File: src/rtl/step_pkg.sv
// Shared types and constants for the step conditioner.
// Holds the button FSM state enum, counter width and synchronizer depth.
package step_pkg;

  typedef enum logic [1:0] {
    RELEASED = 2'd0,
    PRESSED  = 2'd1,
    REPEAT   = 2'd2
  } btn_state_e;

  localparam int STEP_CNT_W = 8;
  localparam int SYNC_DEPTH = 2;

endpackage

File: src/rtl/step_conditioner_debounce_cell.sv
// debounce_cell: 2-flop synchronizer plus stable-count debouncer, one bit.
// Ports: clk, i_rst_n, i_raw (async), i_hold (postpone update), o_deb, o_upd.
module debounce_cell
  import step_pkg::*;
#(
  parameter int DEBOUNCE_CYCLES = 16
) (
  input  logic clk,
  input  logic i_rst_n,
  input  logic i_raw,
  input  logic i_hold,
  output logic o_deb,
  output logic o_upd
);

  localparam int CW = $clog2(DEBOUNCE_CYCLES);
  localparam logic [CW-1:0] LAST = CW'(DEBOUNCE_CYCLES - 1);

  logic [SYNC_DEPTH-1:0] r_sync;
  logic [CW-1:0]         r_cnt;
  logic                  r_deb;
  logic                  w_sync;
  logic                  w_diff;
  logic                  w_full;

  assign w_sync = r_sync[SYNC_DEPTH-1];
  assign w_diff = w_sync ^ r_deb;
  assign w_full = (r_cnt == LAST);
  // Update fires on the edge the stable count reaches DEBOUNCE_CYCLES.
  assign o_upd  = w_diff & w_full & ~i_hold;
  assign o_deb  = r_deb;

  always_ff @(posedge clk or negedge i_rst_n) begin
    if (!i_rst_n) begin
      r_sync <= '0;
    end else begin
      r_sync <= {r_sync[SYNC_DEPTH-2:0], i_raw};
    end
  end

  // While held, the count parks at LAST so the update lands next cycle.
  always_ff @(posedge clk or negedge i_rst_n) begin
    if (!i_rst_n) begin
      r_cnt <= '0;
      r_deb <= 1'b0;
    end else if (!w_diff) begin
      r_cnt <= '0;
    end else if (o_upd) begin
      r_cnt <= '0;
      r_deb <= w_sync;
    end else if (!w_full) begin
      r_cnt <= r_cnt + 1'b1;
    end
  end

endmodule

File: src/rtl/step_conditioner.sv
// step_conditioner: debounced switches plus single-step pulse generator.
// Ports: clk, reset (async low), sw_raw, btn_raw -> sw_out, step_pulse,
// step_count. Macro STEP_AUTOREPEAT_EN adds the REPEAT state and timer.
module step_conditioner
  import step_pkg::*;
#(
  parameter int DEBOUNCE_CYCLES = 16,
  parameter int REPEAT_CYCLES   = 1000
) (
  input  logic                  clk,
  input  logic                  reset,
  input  logic [1:0]            sw_raw,
  input  logic                  btn_raw,
  output logic [1:0]            sw_out,
  output logic                  step_pulse,
  output logic [STEP_CNT_W-1:0] step_count
);

  btn_state_e            r_state;
  btn_state_e            w_state_nxt;
  logic                  w_pulse_nxt;
  logic                  r_pulse;
  logic [STEP_CNT_W-1:0] r_count;
  logic [1:0]            w_sw_upd;
  logic                  w_btn_deb;
  logic                  w_btn_upd;
  logic                  w_rise;
  logic                  w_fall;
  logic                  w_unused;

  // Switch updates are held off in the cycle a pulse is about to issue.
  debounce_cell #(.DEBOUNCE_CYCLES(DEBOUNCE_CYCLES)) u_sw0 (
    .clk     (clk),
    .i_rst_n (reset),
    .i_raw   (sw_raw[0]),
    .i_hold  (w_pulse_nxt),
    .o_deb   (sw_out[0]),
    .o_upd   (w_sw_upd[0])
  );

  debounce_cell #(.DEBOUNCE_CYCLES(DEBOUNCE_CYCLES)) u_sw1 (
    .clk     (clk),
    .i_rst_n (reset),
    .i_raw   (sw_raw[1]),
    .i_hold  (w_pulse_nxt),
    .o_deb   (sw_out[1]),
    .o_upd   (w_sw_upd[1])
  );

  debounce_cell #(.DEBOUNCE_CYCLES(DEBOUNCE_CYCLES)) u_btn (
    .clk     (clk),
    .i_rst_n (reset),
    .i_raw   (btn_raw),
    .i_hold  (1'b0),
    .o_deb   (w_btn_deb),
    .o_upd   (w_btn_upd)
  );

  assign w_unused = &{1'b0, w_sw_upd};

  // Strobes coincide with the debounced register edge, so the pulse
  // rises on the same edge as the debounced button.
  assign w_rise = w_btn_upd & ~w_btn_deb;
  assign w_fall = w_btn_upd & w_btn_deb;

`ifdef STEP_AUTOREPEAT_EN
  localparam int RW = $clog2(REPEAT_CYCLES);
  logic [RW-1:0] r_rep;
  logic          w_rep_hit;

  assign w_rep_hit = (r_rep == RW'(REPEAT_CYCLES - 1));

  always_ff @(posedge clk or negedge reset) begin
    if (!reset) begin
      r_rep <= '0;
    end else if (r_state == RELEASED || w_fall || w_pulse_nxt) begin
      r_rep <= '0;
    end else begin
      r_rep <= r_rep + 1'b1;
    end
  end
`else
  if (REPEAT_CYCLES < 2) begin : g_rep_unused
  end
`endif

  always_ff @(posedge clk or negedge reset) begin
    if (!reset) begin
      r_state <= RELEASED;
    end else begin
      r_state <= w_state_nxt;
    end
  end

  always_comb begin
    w_state_nxt = r_state;
    unique case (r_state)
      RELEASED: if (w_rise) w_state_nxt = PRESSED;
`ifdef STEP_AUTOREPEAT_EN
      PRESSED: begin
        if (w_fall)         w_state_nxt = RELEASED;
        else if (w_rep_hit) w_state_nxt = REPEAT;
      end
      REPEAT:   if (w_fall) w_state_nxt = RELEASED;
`else
      PRESSED:  if (w_fall) w_state_nxt = RELEASED;
`endif
      default:  w_state_nxt = RELEASED;
    endcase
  end

  always_comb begin
    w_pulse_nxt = (r_state == RELEASED) && w_rise;
`ifdef STEP_AUTOREPEAT_EN
    if ((r_state == PRESSED || r_state == REPEAT) && !w_fall && w_rep_hit)
      w_pulse_nxt = 1'b1;
`endif
  end

  always_ff @(posedge clk or negedge reset) begin
    if (!reset) begin
      r_pulse <= 1'b0;
      r_count <= '0;
    end else begin
      r_pulse <= w_pulse_nxt;
      r_count <= r_count + STEP_CNT_W'(w_pulse_nxt);
    end
  end

  assign step_pulse = r_pulse;
  assign step_count = r_count;

endmodule

File: config.mk
export PLATFORM = sky130hd
export DESIGN_NAME = step_conditioner
export DESIGN_NICKNAME = d
export VERILOG_FILES = /design/src/rtl/step_pkg.sv /design/src/rtl/step_conditioner_debounce_cell.sv /design/src/rtl/step_conditioner.sv
export SDC_FILE = /design/constraint.sdc
export NUM_CORES = 1
export LEC_CHECK = 0
export ABC_AREA = 1
export BUFFER_PORTS_ARGS = -buffer_cell sky130_fd_sc_hd__buf_4
export CAP_MARGIN = 20
export CORE_AREA = 2 2 66 68
export CTS_CLUSTER_SIZE = 20
export DETAILED_ROUTE_END_ITERATION = 6
export DIE_AREA = 0 0 68 70
export MAX_ROUTING_LAYER = met4
export PLACE_DENSITY = 0.61
export SYNTH_ARGS = -nofsm -noshare
export SYNTH_HDL_FRONTEND = slang
export SYNTH_SLANG_ARGS = --single-unit
File: constraint.sdc
create_clock -name clk -period 1.8 [get_ports clk]
set_clock_uncertainty 0.1 [all_clocks]
set_input_delay 0.09 -clock clk [delete_from_list [all_inputs] [get_ports clk]]
set_output_delay 0.09 -clock clk [all_outputs]
set_load 0.01 [all_outputs]
# Word-level counts from Yosys, hierarchy flattened
# Index checks and enable logic that the tools add are counted.
[totals] ff_bits=32 in_bits=5 word_cells=55
[op_classes] addsub=4 n_eq_ne=9 mux=12 bitwise=12 reduce_logical=6
[op_table] cell="$mux 4" n=9
[op_table] cell="$add 4x1->4 const B" n=3
[op_table] cell="$eq 4x4->1 const B" n=3
[op_table] cell="$add 8x1->8" n=1
[op_table] cell="$reduce_and 2->1" n=4
[op_table] cell="$and 1x1->1" n=7
[op_table] cell="$ne 3x2->1 const B" n=2
[op_table] cell="$mux 2" n=2
[op_table] cell="$ne 2x2->1 const B" n=2
[op_table] cell="$pmux 2 s2" n=1
[op_table] cell="$ne 3x3->1 const B" n=1
[op_table] cell="$xor 1x1->1" n=3
[op_table] cell="$eq 2x1->1 const B" n=1
[op_table] cell="$logic_not 2->1" n=1
[op_table] cell="$not 1->1" n=2
[op_table] cell="$logic_and 1x1->1" n=1

# Longest topological paths before layout
[depth] depth_word=8 ltp_mapped=11

# Modules after synthesis
# From an unflattened synthesis, not the netlist that was laid out.
[unflattened] hier_cells=174 hier_area_um2=1519.0
[modules_own_cells] module="debounce_cell" instances=3 cells_each=43 area_each_um2=365.4 seq_area_each_um2=175.2
[modules_own_cells] module="step_conditioner" instances=1 cells_each=45 area_each_um2=422.9 seq_area_each_um2=250.2

# Worst setup path before layout
# Ideal clock, no wire load.
[synth_timing] kind="register -> register" start="register u_btn.r_cnt[0]" end="register r_count[6], in the netlist step_count[6]" t_arrival_ps=1609 required_ps=1621 setup_slack_ps=12 stages_incl_launch_ff=11 n_path_buf=0 synth_period_minus_slack_ps=1788 cell_sequence="dfrtp_1 -> ha_1 -> nand2_2 -> nor2_4 -> nand3_4 -> inv_2 -> ha_1 -> ha_1 -> nand3_1 -> nor2_1 -> xor2_1"
[synth_between] elab_chain_len=5
[synth_rtl] element="from (decl)" line_no="step_conditioner_debounce_cell.sv:20" source="logic [CW-1:0] r_cnt;"
[synth_rtl] element="from (signal assigned)" line_no="step_conditioner_debounce_cell.sv:52" source="r_cnt <= r_cnt + 1'b1;"
[synth_rtl] element="$eq 4x4->1" line_no="step_conditioner_debounce_cell.sv:28" source="assign w_full = (r_cnt == LAST);"
[synth_rtl] element="$and 1x1->1" line_no="step_conditioner_debounce_cell.sv:30" source="assign o_upd = w_diff & w_full & ~i_hold;"
[synth_rtl] element="$and 1x1->1" line_no="step_conditioner.sv:63" source="assign w_rise = w_btn_upd & ~w_btn_deb;"
[synth_rtl] element="$logic_and 1x1->1" line_no="step_conditioner.sv:113" source="w_pulse_nxt = (r_state == RELEASED) && w_rise;"
[synth_rtl] element="via u_sw0.i_hold" line_no="step_conditioner_debounce_cell.sv:11" source="input logic i_hold,"
[synth_rtl] element="$add 8x1->8" line_no="step_conditioner.sv:126" source="r_count <= r_count + STEP_CNT_W'(w_pulse_nxt);"
[synth_rtl] element="to (signal assigned)" line_no="step_conditioner.sv:126"
[synth_rtl] element="to (decl)" line_no="step_conditioner.sv:23" source="logic [STEP_CNT_W-1:0] r_count;"
# The timed path passes the listed nets, and every way through them passes these cells.
# A chain may end at the register's enable or synchronous reset.

# Final worst setup path
[layout_timing] start="register u_btn.r_cnt[1]" end="register r_count[6], in the netlist step_count[6]"
# Same word-level chain as after synthesis.

==> results_tabular.tex <==
\begin{tabular}{lr}
\hline
Metric & Value \\
\hline
\multicolumn{2}{l}{\textbf{Detailed routing}} \\
\quad Sum of routed wire length over all layers & 2.21 mm \\
\quad Initial DRT Pass Iterations & 4 \\
\quad Number of design-rule violations left by the first detailed-router iteration & 4 \\
\quad Via/cell ratio & 4.31 \\
\quad Final routed DRC violation total & 0 \\
\quad Routed length per instance & 9.63 um \\
\quad Post-detailed-route count of antenna-violating nets & 0 \\
\quad Vias & 986 \\
\multicolumn{2}{l}{\textbf{STA}} \\
\quad Number of setup violations in the final report & 0 \\
\quad Final Max Tran Viols & 0 \\
\quad Worst rel slew slack & 74.7\% \\
\quad Min Clock Period, post-route & 1.74 ns \\
\quad Actual slew at the worst max-slew pin & 0.379 ns \\
\quad Final worst setup slack & 0.0649 ns \\
\quad Share of the cycle needed by the critical path after routing & 96.4\% \\
\quad Final hold viol count & 0 \\
\quad Final-layout worst hold slack & 0.169 ns \\
\quad Fmax achieved & 576 MHz \\
\quad Unrepaired setup endpoints after global routing & true \\
\multicolumn{2}{l}{\textbf{Yosys}} \\
\quad Total of warnings raised by yosys & 0 \\
\quad Compound-cell area share of the yosys netlist & 3.24\% \\
\quad Share of synthesized cell area in full adder, half adder and majority cells & 4.50\% \\
\quad Biggest area contributors in the synthesized netlist & sky130\_fd\_sc\_hd\_\_dfrtp\_1 (56\%), sky130\_fd\_sc\_hd\_\_nand2\_1 (12\%), sky130\_fd\_sc\_hd\_\_inv\_1 (4.6\%) \\
\quad Fraction of synthesized area in multiplexers & 0\% \\
\quad Share of the synthesized area in the top cell type & 55.9\% \\
\quad Combinational family with the most area after synthesis & simple AND/OR/NAND/NOR gates \\
\quad Largest area contributor in the synthesized netlist & sky130\_fd\_sc\_hd\_\_dfrtp\_1 \\
\quad Sequential cell area fraction in the yosys report & 55.9\% \\
\quad Xor/xnor share of the synthesized area & 5.05\% \\
\quad Synthesized instance count & 149 \\
\quad Post-synthesis area per instance & 9.32 sq um \\
\quad Syn nets & 159 \\
\quad Synth Register Bits & 31 \\
\quad Distinct cell type count of the synthesized netlist & 19 \\
\quad Cell area after synthesis & 1390 sq um \\
\quad Area fraction in and, or, nand and nor cells after synthesis & 25.4\% \\
\multicolumn{2}{l}{\textbf{Critical path}} \\
\quad Number of cells traversed by the worst register-to-register path & 10 \\
\quad CP startpoint kind & flip-flop \\
\quad Worst reg2reg path startpoint & u\_btn.r\_cnt[1] \\
\quad Crit path max fanout & 3 \\
\quad Cell count along the critical path & 10 \\
\quad CP Class & flip-flop to flip-flop \\
\quad Crit path max-delay family & adder cells \\
\quad Largest stage delay on the critical path & 0.35 ns \\
\quad Register-to-register setup slack & 0.06 ns \\
\quad Worst path bufs/invs & 1 \\
\quad Arrival time worst endpoint & 1.84 ns \\
\quad Data required time of the worst path & 1.90 ns \\
\quad Highest-delay cell along the critical path & sky130\_fd\_sc\_hd\_\_dfrtp\_1 \\
\quad Worst flop-to-flop path endpoint & step\_count[6] \\
\quad Critical path endpoint category & flip-flop \\
\quad Worst Setup EP & step\_count[6] \\
\quad Critical Path, Cell by Cell & ha\_2, nand2\_2, nor2\_4, nand3\_4, inv\_4, ha\_4, ha\_4, nand3\_4, nor2\_2, xor2\_1 \\
\quad Worst Setup SP & u\_btn.r\_cnt[1] \\
\multicolumn{2}{l}{\textbf{Power and ir drop}} \\
\quad Power share of the sequential group & 52.3\% \\
\quad Net Sw Power & 0.305 mW \\
\quad Int Power & 1.10 mW \\
\quad Total power per unit cell area & 791 nW/um\^{}2 \\
\quad Net switching fraction of the power & 21.7\% \\
\quad Leak Pwr & 0.893 nW \\
\quad Part of the total power dissipated in combinational logic & 5.4\% \\
\quad Clock Power Share & 42.3\% \\
\quad Max IR drop VDD & 0.592 mV \\
\multicolumn{2}{l}{\textbf{Floorplanning}} \\
\quad Core area & 4140 sq um \\
\quad Die H & 70 um \\
\quad Die width & 68 um \\
\quad Area of the die & 4760 sq um \\
\quad Number of top-level pins & 16 \\
\quad Starting Density & 33.5\% \\
\quad Std cell rows & 24 \\
\multicolumn{2}{l}{\textbf{Placement}} \\
\quad Final Wtd Congestion & 0.738 \\
\quad Placed cell count & 217 \\
\quad Worst setup slack before clock tree synthesis & 0.0122 ns \\
\quad Post-DP HPWL & 1.53 mm \\
\quad Port Buf Inserts & 15 \\
\multicolumn{2}{l}{\textbf{Clock tree}} \\
\quad Clock slew seen by the registers of the worst setup and hold paths & 0.06 ns \\
\quad Number of buffers inserted during clock tree synthesis & 5 \\
\quad Worst skew pair latency & 0.28 ns \\
\quad Clock tree from TritonCTS & yes \\
\quad Count of H-tree levels built during CTS & 2 \\
\quad \# clock sinks & 31 \\
\quad Root cell of the clock tree & sky130\_fd\_sc\_hd\_\_clkbuf\_8 \\
\quad Maximum buffer depth of the clock tree & 2 \\
\multicolumn{2}{l}{\textbf{Final layout}} \\
\quad Layout Nets & 186 \\
\quad Non-filler instance count after layout & 229 \\
\quad N\_diodes & 0 \\
\quad Final-layout fill cell count & 402 \\
\quad Commonest cells after routing, fill and taps aside & sky130\_fd\_sc\_hd\_\_nand2\_1 (44), sky130\_fd\_sc\_hd\_\_dfrtp\_1 (31), sky130\_fd\_sc\_hd\_\_buf\_4 (18), sky130\_fd\_sc\_hd\_\_inv\_1 (17) \\
\quad Fraction of layout instances using a drive strength above 1 & 23.2\% \\
\quad Core Util, Final & 42.9\% \\
\quad Growth of design area from synthesis to finish & 28.1\% \\
\quad Most common cell after layout, fill and taps aside & sky130\_fd\_sc\_hd\_\_nand2\_1 \\
\multicolumn{2}{l}{\textbf{Global routing}} \\
\quad Antenna violations before repair & 0 \\
\quad Wire length of the first global-routing pass & 3.82 mm \\
\quad Overflow left after global routing & 0 \\
\quad Largest net degree at the start of global routing & 32 \\
\quad Total routing usage reported by global routing & 11.2\% \\
\quad Vias in the first global route & 940 \\
\multicolumn{2}{l}{\textbf{Worst hold path}} \\
\quad Hold Crit Class & primary input to asynchronous set/reset pin \\
\multicolumn{2}{l}{\textbf{Run status}} \\
\quad Run status & completed \\
\multicolumn{2}{l}{\textbf{Flow run}} \\
\quad Number of max-capacitance violations reported & 0 \\
\hline
\end{tabular}
-- area by class of cell --
| class | count | area, sq um | share of cell area (%) |
|---|---|---|---|
| Tap cell | 52 | 65.1 | 3.66 |
| Multi-Input combinational cell | 98 | 593 | 33.3 |
| Sequential cell | 31 | 776 | 43.6 |
| Clock buffer | 8 | 100 | 5.63 |
| Inverter | 18 | 70.1 | 3.94 |
| Timing Repair Buffer | 22 | 175 | 9.85 |
-- stage by stage --
| stage | instance area, sq um | power (mW) | setup TNS, ns |
|---|---|---|---|
| 3_5_place_dp | 1570 | 0.820 | 0 |
| 3_3_place_gp | 1570 | 0.820 | 0 |
| 4_1_cts | 1710 | 1.43 | 0 |
| 2_1_floorplan | 1390 | 0.788 | 0 |
| 6_report | 1780 | 1.41 | 0 |
| 5_1_grt | 1780 | 1.47 | -0.0525 |
-- registers in the layout, indices dropped and copies added (netlist names) --
signal / flops
u_btn.r_cnt: 4
u_btn.r_sync: 2
u_sw0.o_deb: 1
u_sw0.r_sync: 2
u_sw0.r_cnt: 4
u_sw1.r_cnt: 4
u_sw1.o_deb: 1
u_sw1.r_sync: 2
step_count: 8
u_btn.o_deb: 1
r_state: 1
step_pulse: 1
-- logic make-up after synthesis --
| group | Yosys count |
|---|---|
| AOI/OAI and AO/OA | 8 |
| and+or+nand+nor | 77 |
| DFF | 31 |
| xor gates and xnor gates | 8 |
| buffers and inverters | 20 |
| adders and majority gates | 5 |
-- worst min-delay path by stage --
stage / from / to / slack [ns]
3_3_place_gp: reset / u_sw1.r_cnt[0] / -0.06
3_5_place_dp: reset / u_sw1.r_cnt[0] / -0.06
5_1_grt: reset / u_sw1.r_cnt[0] / 0.22
2_1_floorplan: reset / r_state[0] / -0.31
6_report: reset / u_sw1.r_cnt[0] / 0.17
4_1_cts: reset / u_sw1.r_cnt[0] / 0.17
-- timing repair --
action,CTS,global route
hold buffers,4,0
endpoints found under the setup margin,0,4
gates resized for setup,0,13
buffers inserted,0,0
endpoints found under the hold margin,34,0
-- power by group through the flow --
stage                     registers, mW  logic (mW)  clock network (mW)
final                             0.737      0.0759               0.596
after global routing              0.740      0.0904               0.639
after CTS                         0.737      0.0778               0.617
after detailed placement          0.750      0.0701                   0
after global placement            0.749      0.0706                   0
after floorplan                   0.746      0.0413                   0
-- synthesized netlist by cell type --
library cell and n:
sky130_fd_sc_hd__inv_1 17, sky130_fd_sc_hd__a21oi_1 1, sky130_fd_sc_hd__ha_1 5, sky130_fd_sc_hd__xnor2_1 3
sky130_fd_sc_hd__xor2_1 5, sky130_fd_sc_hd__o21ai_0 5, sky130_fd_sc_hd__buf_4 2, sky130_fd_sc_hd__or2_2 2
sky130_fd_sc_hd__nor2_2 1, sky130_fd_sc_hd__nor2_4 3, sky130_fd_sc_hd__nand3_1 12, sky130_fd_sc_hd__nand2_2 1
sky130_fd_sc_hd__nand4_1 1, sky130_fd_sc_hd__nor2_1 12, sky130_fd_sc_hd__o21bai_1 2, sky130_fd_sc_hd__dfrtp_1 31
sky130_fd_sc_hd__inv_2 1, sky130_fd_sc_hd__nand2_1 44, sky130_fd_sc_hd__nand3_4 1
-- metal layers --
layer	vias up	part of all wire, %	global-route usage, %
met4	0	2.2	7.33
met5	-	0	-
met2	12	47	16.5
li1	515	-	-
met1	454	48	13.4
met3	5	2.8	2.90
(Power assumes the default switching activity.)
